**config.mk**
```make
export PLATFORM = sky130hd
export DESIGN_NAME = pipe_stage_reg
export DESIGN_NICKNAME = d
export VERILOG_FILES = /design/src/rtl/pipe_stage_reg.sv
export SDC_FILE = /design/constraint.sdc
export NUM_CORES = 1
export LEC_CHECK = 0
export CORE_MARGIN = 2
export CORE_UTILIZATION = 43
export CTS_CLUSTER_SIZE = 14
export DETAILED_ROUTE_END_ITERATION = 8
export GPL_TIMING_DRIVEN = 0
export PLACE_DENSITY_LB_ADDON = 0.25
export SYNTH_ARGS = -nofsm -noshare
export SYNTH_HDL_FRONTEND = slang
export SYNTH_SLANG_ARGS = --single-unit
export TNS_END_PERCENT = 20
```
**constraint.sdc**
```tcl
create_clock -name clk -period 1.9 [get_ports clk]
set_clock_uncertainty 0.2 [all_clocks]
set_input_delay 0.38 -clock clk [delete_from_list [all_inputs] [get_ports clk]]
set_output_delay 0.38 -clock clk [all_outputs]
set_load 0.01 [all_outputs]
```
**src/rtl/pipe_stage_reg.sv**
```systemverilog
// Handshaked pipeline stage register: payload + control with flush, warm-up and one-shot ctrl bits.
// Latency 1 cycle (registered outputs); PIPE_SKID_EN adds a skid slot and a registered in_ready.
// Backpressure: without skid, in_ready follows out_ready combinationally; with skid, in_ready drops once two entries are held.
module pipe_stage_reg #(
    parameter int                DATA_W     = 16,
    parameter int                CTRL_W     = 8,
    parameter logic [CTRL_W-1:0] PULSE_MASK = '0,
    parameter int                WARMUP     = 2
) (
    input  logic              clk,
    input  logic              reset_n,
    input  logic              flush,
    input  logic              in_valid,
    output logic              in_ready,
    input  logic [DATA_W-1:0] in_data,
    input  logic [CTRL_W-1:0] in_ctrl,
    output logic              out_valid,
    input  logic              out_ready,
    output logic [DATA_W-1:0] out_data,
    output logic [CTRL_W-1:0] out_ctrl,
    output logic [1:0]        occupancy
);

    localparam logic [3:0] WARMUP_C = 4'(WARMUP);

    logic [3:0]        warm_cnt_q,   warm_cnt_d;
    logic              warm_done_q,  warm_done_d;
    logic              head_vld_q,   head_vld_d;
    logic [DATA_W-1:0] head_data_q,  head_data_d;
    logic [CTRL_W-1:0] head_ctrl_q,  head_ctrl_d;
    logic              head_shown_q, head_shown_d;
    logic [CTRL_W-1:0] out_ctrl_q,   out_ctrl_d;
    logic [1:0]        occupancy_q,  occupancy_d;
    logic              accept;
    logic              head_take;

`ifdef PIPE_SKID_EN
    logic              skid_vld_q,  skid_vld_d;
    logic [DATA_W-1:0] skid_data_q, skid_data_d;
    logic [CTRL_W-1:0] skid_ctrl_q, skid_ctrl_d;
    logic              in_ready_q,  in_ready_d;

    assign in_ready = in_ready_q;
`else
    assign in_ready = warm_done_q && (!head_vld_q || out_ready);
`endif

    assign accept    = in_valid && in_ready;
    // Head slot is free for a new entry this edge: empty, or retiring now.
    assign head_take = !head_vld_q || out_ready;

    always_comb begin
        warm_cnt_d  = (warm_cnt_q < WARMUP_C) ? warm_cnt_q + 4'd1 : warm_cnt_q;
        warm_done_d = (warm_cnt_d >= WARMUP_C);

        head_vld_d   = head_vld_q;
        head_data_d  = head_data_q;
        head_ctrl_d  = head_ctrl_q;
        head_shown_d = head_shown_q;
`ifdef PIPE_SKID_EN
        skid_vld_d  = skid_vld_q;
        skid_data_d = skid_data_q;
        skid_ctrl_d = skid_ctrl_q;
`endif

        if (flush) begin
            head_vld_d   = 1'b0;
            head_ctrl_d  = '0;
            head_shown_d = 1'b0;
`ifdef PIPE_SKID_EN
            skid_vld_d  = 1'b0;
            skid_ctrl_d = '0;
`endif
        end else if (head_take) begin
            head_shown_d = 1'b0;
`ifdef PIPE_SKID_EN
            if (skid_vld_q) begin
                head_vld_d  = 1'b1;
                head_data_d = skid_data_q;
                head_ctrl_d = skid_ctrl_q;
                skid_vld_d  = 1'b0;
                skid_ctrl_d = '0;
            end else
`endif
            if (accept) begin
                head_vld_d  = 1'b1;
                head_data_d = in_data;
                head_ctrl_d = in_ctrl;
            end else begin
                head_vld_d = 1'b0;
            end
        end else begin
            // Head stalls: it has now been presented once.
            head_shown_d = 1'b1;
`ifdef PIPE_SKID_EN
            if (accept) begin
                skid_vld_d  = 1'b1;
                skid_data_d = in_data;
                skid_ctrl_d = in_ctrl;
            end
`endif
        end

        out_ctrl_d = head_vld_d ? (head_ctrl_d & ~(PULSE_MASK & {CTRL_W{head_shown_d}})) : '0;

`ifdef PIPE_SKID_EN
        occupancy_d = {1'b0, head_vld_d} + {1'b0, skid_vld_d};
        in_ready_d  = warm_done_d && (occupancy_d != 2'd2);
`else
        occupancy_d = {1'b0, head_vld_d};
`endif
    end

    always_ff @(posedge clk or negedge reset_n) begin
        if (!reset_n) begin
            warm_cnt_q   <= '0;
            warm_done_q  <= 1'b0;
            head_vld_q   <= 1'b0;
            head_data_q  <= '0;
            head_ctrl_q  <= '0;
            head_shown_q <= 1'b0;
            out_ctrl_q   <= '0;
            occupancy_q  <= '0;
`ifdef PIPE_SKID_EN
            skid_vld_q  <= 1'b0;
            skid_data_q <= '0;
            skid_ctrl_q <= '0;
            in_ready_q  <= 1'b0;
`endif
        end else begin
            warm_cnt_q   <= warm_cnt_d;
            warm_done_q  <= warm_done_d;
            head_vld_q   <= head_vld_d;
            head_data_q  <= head_data_d;
            head_ctrl_q  <= head_ctrl_d;
            head_shown_q <= head_shown_d;
            out_ctrl_q   <= out_ctrl_d;
            occupancy_q  <= occupancy_d;
`ifdef PIPE_SKID_EN
            skid_vld_q  <= skid_vld_d;
            skid_data_q <= skid_data_d;
            skid_ctrl_q <= skid_ctrl_d;
            in_ready_q  <= in_ready_d;
`endif
        end
    end

    assign out_valid = head_vld_q;
    assign out_data  = head_data_q;
    assign out_ctrl  = out_ctrl_q;
    assign occupancy = occupancy_q;

endmodule

```
==> out/qor.yml <==
worstMarginPinSlew_ns: 0.810
dpl.hpwl_um: 2080
power.net_switching_mw: 0.430
intPower_mw: 1.57
cp.arrival_ns: 1.28
pwr-share-comb: 0.190
grt_use_total: 0.169
root_buffer: "clkbuf_4"
layout-drive-gt1-share: 0.236
ys_ff_latch: 38
r2r-start: "occupancy[0]"
outcome: "completed"
synthDistinctLibCells: 23
fin_nets: 207
async_flop_share: 1.00
tritoncts: "done"
rr_worst_depth: 5
numCtsBuffers: 5
crit_type: "flip-flop to output port"
clkLatencyLatePin_ns: 0.33
multiInputGateArea_sq_um: 470
startpoint_type: "flip-flop"
wl_per_cell_um: 13.4
yosys_warnings: 0
avgSynthCellArea_sq_um: 13.2
synth_fp_nets: 143
seq_area_frac_synth: 0.639
grt_pass1_vias: 1106
fin_ws_ns: 0.0363
worst_hold_path.endpoint: "head_ctrl_q[3]"
maxSlewHeadroom: 0.460
grt_setup_unrepaired: "true"
routed_wl_um: 3010
antenna_left: 0
hold_viol_final: 0
p_leak_nw: 1.00
p_seq_frac: 0.460
switching_share: 0.215
drv_cap: 0
die_w_um: 62.8
setup_viol: 0
clk_pin_slew_worst_paths_ns: 0.12
fillers: 259
antenna_found_initial: 0
fin_util: 0.669
area_growth_pct: 49.8
diodes: 0
required_ns: 1.32
netlist_area_sq_um: 1490
ir_worst_vdd_v: 0.000570
viasPerCell: 4.84
clkPwrFrac: 0.349
hold_class: "primary input to flip-flop"
cp_max_fo: 4
synth_edf_count: 0
core_area_sq_um: 3340
crit_path_end_kind: "output port"
period_minus_slack_ns: 1.86
post-route-period-util: 0.981
vias: 1084
synthCells: 113
overflow: 0
dp_slack_ns: -0.658
synthFlopType: "dfrtp_1"
grt_pass1_wl_um: 5220
drv_slew: 0
min_path_cells: 2
die_h_um: 62.8
regArea_sq_um: 951
rows: 21
die_area_sq_um: 3950
cts_num_sinks: 38
clockBufferDepth: 2
synth.top_cell.area_share: 0.639
synthTopCellsByArea: "dfrtp_1, mux2_2, a21oi_1"
pin_count: 57
drt_first_pass_iters: 4
drc_errors: 0
yosys.area.top_type: "dfrtp_1"
gp_congestion: 0.791
port_buffers: 54
r2r_setup_slack_ns: 0.21
grt_max_degree: 39
cts_htree_levels: 2
max_freq_mhz: 537
initial_core_util: 0.446
hp-start: "flush"
power_density_nw_per_um2: 895
reg2reg_to: "out_data[12]"
initialDrtViolationCount: 45
worst max-delay path, cell delays in order, from the launching register on:
cell and delay, ns:
dfrtp_1 0.40, or2b_4 0.29, and2_4 0.16, buf_6 0.11
kinds of logic (layout without fill, tap and decap cells):
logic type,Yosys count,count (layout),synth area share
AOI/OAI and AO/OA,27,27,0.0958
DFF,38,38,0.639
other,1,1,0.00252
xor gates and xnor gates,1,1,0.00588
muxes,16,16,0.121
adders and majority gates,1,1,0.00840
buffers and inverters,10,75,0.0504
and+or+nand+nor,19,19,0.0773
flip-flops by register name, indices dropped and copies added (netlist names):
register / cells
warm_done_q: 1
out_ctrl: 8
warm_cnt_q: 4
out_data: 16
head_ctrl_q: 8
occupancy: 1
metal layers:
metal | up-vias | track usage | routed length, um
li1 | 514 | - | -
met1 | 528 | 0.226 | 1270
met2 | 40 | 0.265 | 1550
met3 | 2 | 0.0541 | 170
met4 | 0 | 0.0500 | 19
met5 | - | 0 | 0
placed cells by master (no fill, tap or decap), types with 2 or more instances in the layout:
master,instances
clkdlybuf4s50_1,48
dfrtp_1,38
a21oi_1,16
mux2_2,16
nand3_1,8
o21ai_0,8
buf_4,6
clkbuf_4,5
buf_6,3
a21o_1,3
nor2_1,3
buf_2,2
bufinv_16,2
dlymetal6s2s_1,2
how the worst max path moves through the flow:
stage | to | cells after the start | slack [ns] | start
6_report | in_ready | 3 | 0.04 | occupancy[0]
5_1_grt | out_valid | 1 | -0.03 | occupancy[0]
4_1_cts | out_data[12] | 5 | 0.009 | in_valid
3_5_place_dp | in_ready | 5 | -0.66 | out_ready
3_3_place_gp | in_ready | 5 | -0.63 | out_ready
2_1_floorplan | out_data[10] | 5 | 0.11 | occupancy[0]
through the flow:
step | setup TNS, ns | hold WS, ns | area (sq um) | instances | power, mW
3_3_place_gp | -29.38 | 0.261 | 2090 | 213 | 1.30
5_1_grt | -0.0670 | 0.0185 | 2230 | 224 | 2.10
2_1_floorplan | 0 | -0.116 | 1490 | 113 | 1.08
4_1_cts | 0 | 0.0425 | 2210 | 224 | 2.02
3_5_place_dp | -8.58 | 0.268 | 2080 | 213 | 1.31
6_report | 0 | 0.0489 | 2230 | 224 | 2.00
layout make-up:
cell class              count  area share
plain buffers               8      0.0297
clock buffers               6      0.0230
clock inverters             2      0.0269
inverters                   1     0.00168
multi-input cells          65       0.211
flip-flops and latches     38       0.426
well taps                  46      0.0258
repair buffers             58       0.256
what timing repair did:
| action | CTS | global route |
|---|---|---|
| endpoints found under the setup margin | 12 | 20 |
| hold buffers | 1 | 0 |
| pin swaps | 1 | 0 |
| setup buffers | 3 | 0 |
| gates resized for setup | 7 | 5 |
| hold endpoints to repair | 38 | 0 |
power groups by stage:
| stage | sequential [mW] | clock (mW) | combinational [mW] |
|---|---|---|---|
| floorplan | 0.964 | 0 | 0.115 |
| global placement | 0.930 | 0 | 0.374 |
| detailed placement | 0.935 | 0 | 0.378 |
| CTS | 0.921 | 0.714 | 0.384 |
| global route | 0.929 | 0.761 | 0.410 |
| finish | 0.920 | 0.697 | 0.380 |
cell usage after synthesis (2+ instances only):
master    n
a21oi_1  16
dfrtp_1  38
buf_2     2
nand3_1   8
nor2_1    3
buf_6     2
nand2_1   2
mux2_2   16
and2_1    2
a21o_1    3
o21ai_0   8
buf_4     2
No activity file was read; power rests on OpenSTA's default activity.
